--- config.mk ---
export PLATFORM = sky130hd
export DESIGN_NAME = input_debouncer
export DESIGN_NICKNAME = d
export VERILOG_FILES = /design/src/rtl/input_debouncer.sv
export SDC_FILE = /design/constraint.sdc
export NUM_CORES = 1
export LEC_CHECK = 0
export ABC_CLOCK_PERIOD_IN_PS = 2100
export CORE_ASPECT_RATIO = 1.2
export CORE_MARGIN = 10
export CORE_UTILIZATION = 40
export DETAILED_ROUTE_END_ITERATION = 7
export HOLD_SLACK_MARGIN = 0.1
export SLEW_MARGIN = 0
export SYNTH_ARGS = -nofsm -noshare
export SYNTH_HDL_FRONTEND = slang
export SYNTH_SLANG_ARGS = --single-unit
--- constraint.sdc ---
create_clock -name clk -period 2.1 [get_ports clk]
set_input_delay 0.315 -clock clk [delete_from_list [all_inputs] [get_ports clk]]
set_output_delay 0.315 -clock clk [all_outputs]
set_load 0.02 [all_outputs]
--- src/rtl/input_debouncer.sv ---
// rtl/input_debouncer.sv - multi-channel synchronizing debouncer with edge pulses and press counter
//
// Purpose: each raw input goes through a 2-flop synchronizer and a four-state
// stability FSM. A new level is accepted only after DEBOUNCE_CYCLES consecutive
// matching synchronized samples. Accepted changes produce a one-cycle rise or fall
// pulse. Channel 0 rise pulses also advance a wrapping 8-bit counter.
//
// Ports:
//   clk        - single clock, rising edge
//   rst        - synchronous active-high reset
//   raw_in     - asynchronous raw pins, one per channel
//   db_out     - debounced level per channel
//   rise_pulse - one-cycle pulse when db_out goes 0->1
//   fall_pulse - one-cycle pulse when db_out goes 1->0
//   rise_count - wrapping count of channel 0 rise pulses
module input_debouncer #(
  parameter int CHANNELS        = 2,
  parameter int DEBOUNCE_CYCLES = 4
) (
  input  logic                clk,
  input  logic                rst,
  input  logic [CHANNELS-1:0] raw_in,
  output logic [CHANNELS-1:0] db_out,
  output logic [CHANNELS-1:0] rise_pulse,
  output logic [CHANNELS-1:0] fall_pulse,
  output logic [7:0]          rise_count
);

  localparam int CNT_W = $clog2(DEBOUNCE_CYCLES);
  localparam logic [CNT_W-1:0] CNT_LAST = CNT_W'(DEBOUNCE_CYCLES - 1);
  localparam logic [CNT_W-1:0] CNT_ONE  = CNT_W'(1);

  typedef enum logic [1:0] {
    IDLE_LOW,
    WAIT_HIGH,
    IDLE_HIGH,
    WAIT_LOW
  } state_t;

  logic [CHANNELS-1:0] s1;
  logic [CHANNELS-1:0] s2;
  state_t              state      [CHANNELS];
  state_t              state_next [CHANNELS];
  logic [CNT_W-1:0]    cnt        [CHANNELS];
  logic [CNT_W-1:0]    cnt_next   [CHANNELS];
  logic [CHANNELS-1:0] db_next;
  logic [CHANNELS-1:0] rise_next;
  logic [CHANNELS-1:0] fall_next;

  always_ff @(posedge clk) begin
    if (rst) begin
      s1         <= '0;
      s2         <= '0;
      db_out     <= '0;
      rise_pulse <= '0;
      fall_pulse <= '0;
      rise_count <= '0;
      for (int i = 0; i < CHANNELS; i++) begin
        state[i] <= IDLE_LOW;
        cnt[i]   <= '0;
      end
    end else begin
      s1         <= raw_in;
      s2         <= s1;
      db_out     <= db_next;
      rise_pulse <= rise_next;
      fall_pulse <= fall_next;
      // Counts the registered pulse, so the count lags the pulse by one edge.
      rise_count <= rise_count + 8'(rise_pulse[0]);
      for (int i = 0; i < CHANNELS; i++) begin
        state[i] <= state_next[i];
        cnt[i]   <= cnt_next[i];
      end
    end
  end

  // cnt holds the number of matching samples already seen in a WAIT state;
  // entering WAIT consumes the first one, so acceptance happens at CNT_LAST.
  always_comb begin
    db_next   = db_out;
    rise_next = '0;
    fall_next = '0;
    for (int i = 0; i < CHANNELS; i++) begin
      state_next[i] = state[i];
      cnt_next[i]   = cnt[i];
      case (state[i])
        IDLE_LOW: begin
          if (s2[i]) begin
            state_next[i] = WAIT_HIGH;
            cnt_next[i]   = CNT_ONE;
          end
        end
        WAIT_HIGH: begin
          if (!s2[i]) begin
            state_next[i] = IDLE_LOW;
            cnt_next[i]   = '0;
          end else if (cnt[i] == CNT_LAST) begin
            state_next[i] = IDLE_HIGH;
            cnt_next[i]   = '0;
            db_next[i]    = 1'b1;
            rise_next[i]  = 1'b1;
          end else begin
            cnt_next[i] = cnt[i] + CNT_ONE;
          end
        end
        IDLE_HIGH: begin
          if (!s2[i]) begin
            state_next[i] = WAIT_LOW;
            cnt_next[i]   = CNT_ONE;
          end
        end
        WAIT_LOW: begin
          if (s2[i]) begin
            state_next[i] = IDLE_HIGH;
            cnt_next[i]   = '0;
          end else if (cnt[i] == CNT_LAST) begin
            state_next[i] = IDLE_LOW;
            cnt_next[i]   = '0;
            db_next[i]    = 1'b0;
            fall_next[i]  = 1'b1;
          end else begin
            cnt_next[i] = cnt[i] + CNT_ONE;
          end
        end
        default: begin
          state_next[i] = IDLE_LOW;
          cnt_next[i]   = '0;
        end
      endcase
    end
  end

endmodule

==> metrics.md <==
| Metric | Value |
|---|---|
| Net Count, Synth | 167 |
| Starting density of the core | 41.0% |
| 1st-pass router iterations | 5 |
| Most frequent cells after synthesis | sky130_fd_sc_hd__dfxtp_1 (26), sky130_fd_sc_hd__nor2b_1 (13), sky130_fd_sc_hd__ha_1 (12), sky130_fd_sc_hd__a21oi_1 (10), sky130_fd_sc_hd__inv_1 (10) |
| Post-detailed-route count of antenna-violating nets | 0 |
| GPL Wtd Cong | 0.821 |
| Layout cell share with drive strength beyond 1 | 9.47% |
| Post-CTS resize count | 0 |
| Number of hold buffers added after cts | 0 |
| Routed Wire Length | 2870 um |
| Cell chain of the critical path | inv_1 -> ha_1 -> nor2b_1 -> or3_1 -> a221oi_2 |
| Final period util | 79.7% |
| Startpoint Class | flip-flop |
| DRC Markers | 0 |
| Number of buffers inserted to repair setup after CTS | 0 |
| Unrepaired setup endpoints after global routing | false |
| Count of flip-flops with a built-in enable after synthesis | 0 |
| Rel. slew slack | ~68% |
| Top cell type's share of synthesized area | between 30% and 40% |
| Actual slew at the worst max-slew pin | approximately 0.48 ns |
| Power after layout | 1140 uW |
| Count of routing violations after the opening detailed-route iteration | 92 |
| First-pass GRT wire length | 4930 um |
| Clock network latency to the later pin of the worst-skew pair | 0.27 ns |
| Yosys Warn Count | 0 |
| Clock transition at the registers of the reported paths | 0.09 ns |
| Max Fanout on Critical Path | 6 |
| TritonCTS clock tree | built |
| Post-DP HPWL | between 2000 and 2500 um |
| Flip-flop and latch count after synthesis | 26 |
| Maximum buffer depth of the clock tree | 2 |
| Mean cell area of the mapped netlist | 8.99 um2 |
| Number of standard cells after synthesis | 151 |
| Summed negative setup slack over all endpoints | 0 ns |
| Placeable Area | 0.00331 mm2 |
| Share of the yosys chip area belonging to registers | 38.3% |
| Die ar. | 0.00613 mm2 |
| Crit path buf inv count | 1 |
| Count of final hold-check violations | 0 |
| Ys async rst share | 0% |
| CP endpoint kind | flip-flop |
| Power per standard cell area | 692 mW/mm2 |
| Pin count of the biggest net entering global routing | 19 |
| Final cell area excluding filler cells | 0.00165 mm2 |
| Diode insertion count for antenna repair | 0 |
| Number of pins exceeding their max-slew limit in the final report | 0 |
| LEAKAGE | between 0.0006 and 0.0007 uW |
| Number of max-cap violations | 0 |
| Initial antenna violation count | 0 |
| Arrival time of data at the critical path endpoint | ~1.9 ns |
| Number of distinct library cell variants in the gate-level netlist after synthesis | 38 |
| Top post-synthesis cells by area | sky130_fd_sc_hd__dfxtp_1 (38%), sky130_fd_sc_hd__ha_1 (11%), sky130_fd_sc_hd__nor2b_1 (6.0%) |
| Total gr overflow | 0 |
| CTS sink count | 26 |
| Cell type with the largest total area after synthesis | sky130_fd_sc_hd__dfxtp_1 |
| Final nets | roughly 190 |
| Worst IR Drop VDD | roughly 0.00041 V |
| Routed wire length per instance | 13.9 um |
| Height of the die | between 80 and 90 um |
| WP data required | ~2.3 ns |
| Number of fill cells in the layout | 326 |
| H-tree lvl count | 1 |
| Number of ports placed on the die boundary | 18 |
| Max frequency | around 600 MHz |
| Number of rows in the core area | 23 |
| Result of the run | finished, final reports clean |
| Most frequent cell after synthesis | sky130_fd_sc_hd__dfxtp_1 |
| Summed instance area of the synthesized netlist | 0.00136 mm2 |
| Master cell of the clock root buffer | sky130_fd_sc_hd__clkbuf_8 |
| Placement-stage cell area | between 0.0015 and 0.002 mm2 |
| Skew final | 0.00155 ns |
| Commonest register cell after synthesis | sky130_fd_sc_hd__dfxtp_1 |
| Overall fraction of global-route tracks in use | 9.36% |
| Area grow syn2layout | 21.4% |
| Total number of vias | 1134 |
| IO Port Bufs | 17 |
| Hold crit path type | reg -> reg |
| Post-DR vias/cell | 5.50 |
| Final min period | between 1.5 and 2 ns |
| Path type of the worst setup path | reg -> reg |
| Setup-failing EPs final | 0 |
| CTS Buf Count | 3 |
| Crit-path leading delay family | simple AND/OR/NAND/NOR gates |
| Number of global-route vias before repair | 1125 |
| Die X-Extent | 73.2 um |
| Crit path max-delay cell type | sky130_fd_sc_hd__dfxtp_1 |
| CP peak stage delay | 0.44 ns |
final cells by class:
cell class	instances	area, um2	share of cell area, %
Tap cell	37	46.3	2.81
Clock inverter	1	30.0	1.82
Clock buffer	3	41.3	2.51
Multi-Input combinational cell	111	782	47.5
Inverter	10	37.5	2.28
Timing Repair Buffer	18	190	11.5
Sequential cell	26	520	31.6
worst reg2reg max path: stages, from the launching register on:
cell                       delay (ns)
sky130_fd_sc_hd__dfxtp_1         0.44
sky130_fd_sc_hd__inv_1           0.09
sky130_fd_sc_hd__ha_1            0.32
sky130_fd_sc_hd__nor2b_1         0.16
sky130_fd_sc_hd__or3_1           0.37
sky130_fd_sc_hd__a221oi_2        0.23
state kept, by name, summed over array words and instances, names as in the netlist, named ones only:
signal      flops
rise_pulse      2
state           2
s2              2
fall_pulse      2
db_out          2
rise_count      8
cnt             4
s1              2
cell families after synthesis:
| family | synth area share, % |
|---|---|
| adder cells (fa/ha/maj) | 11.1 |
| buffers and inverters | 4.06 |
| multiplexers | 2.40 |
| flip-flops | 38.3 |
| AO/OA/AOI/OAI | 15.4 |
| AND/OR/NAND/NOR | 26.8 |
| XOR/XNOR | 1.94 |
worst paths after layout:
path	depth (start not counted)	endpoint	slack, ns	from
max	5	state[0][0]	0.43	state[0][0]
min	1	s2[1]	0.45	s1[1]
max reg2reg	5	state[0][0]	0.43	state[0][0]
min reg2reg	1	s2[1]	0.45	s1[1]
placed cells by master, fill, tap and decap left out, types with 3 or more instances in the layout:
cell type	netlist	layout
sky130_fd_sc_hd__a21oi_1	10	10
sky130_fd_sc_hd__a31oi_1	6	6
sky130_fd_sc_hd__clkbuf_8	0	3
sky130_fd_sc_hd__clkdlybuf4s50_1	0	17
sky130_fd_sc_hd__dfxtp_1	26	26
sky130_fd_sc_hd__ha_1	12	12
sky130_fd_sc_hd__inv_1	10	10
sky130_fd_sc_hd__nand2_1	6	6
sky130_fd_sc_hd__nand2b_1	6	6
sky130_fd_sc_hd__nand3_1	3	3
sky130_fd_sc_hd__nor2_1	9	9
sky130_fd_sc_hd__nor2b_1	13	13
sky130_fd_sc_hd__nor3_1	4	4
sky130_fd_sc_hd__nor4_1	6	6
sky130_fd_sc_hd__o21ai_0	3	3
sky130_fd_sc_hd__or3_1	3	3
layer usage:
| layer | vias to the layer above | GRT usage [%] | wire [um] |
|---|---|---|---|
| met3 | 4 | 2.02 | 100 |
| met4 | 0 | 3.29 | 31 |
| li1 | 574 | - | - |
| met2 | 17 | 15.7 | 1420 |
| met5 | - | 0 | 0 |
| met1 | 539 | 11.1 | 1310 |
per-stage QoR:
stage | util [%] | instances | hold WS [ns] | setup WS [ns]
6_report | 49.8 | 206 | 0.452 | 0.427
5_1_grt | 49.8 | 206 | 0.466 | 0.296
4_1_cts | 49.8 | 206 | 0.457 | 0.420
3_5_place_dp | 47.6 | 202 | 0.434 | 0.445
3_3_place_gp | 47.6 | 202 | 0.423 | 0.502
2_1_floorplan | - | 151 | 0.387 | 0.551
where the power goes:
part | switching, uW | internal, uW | leakage, uW
sequential | 25.0 | 512 | 0.000211
clock | 157 | 255 | 0.0000357
combinational | 96.9 | 94.3 | 0.000354
total | 279 | 861 | 0.000601
Power figures use the tool's default switching activity.
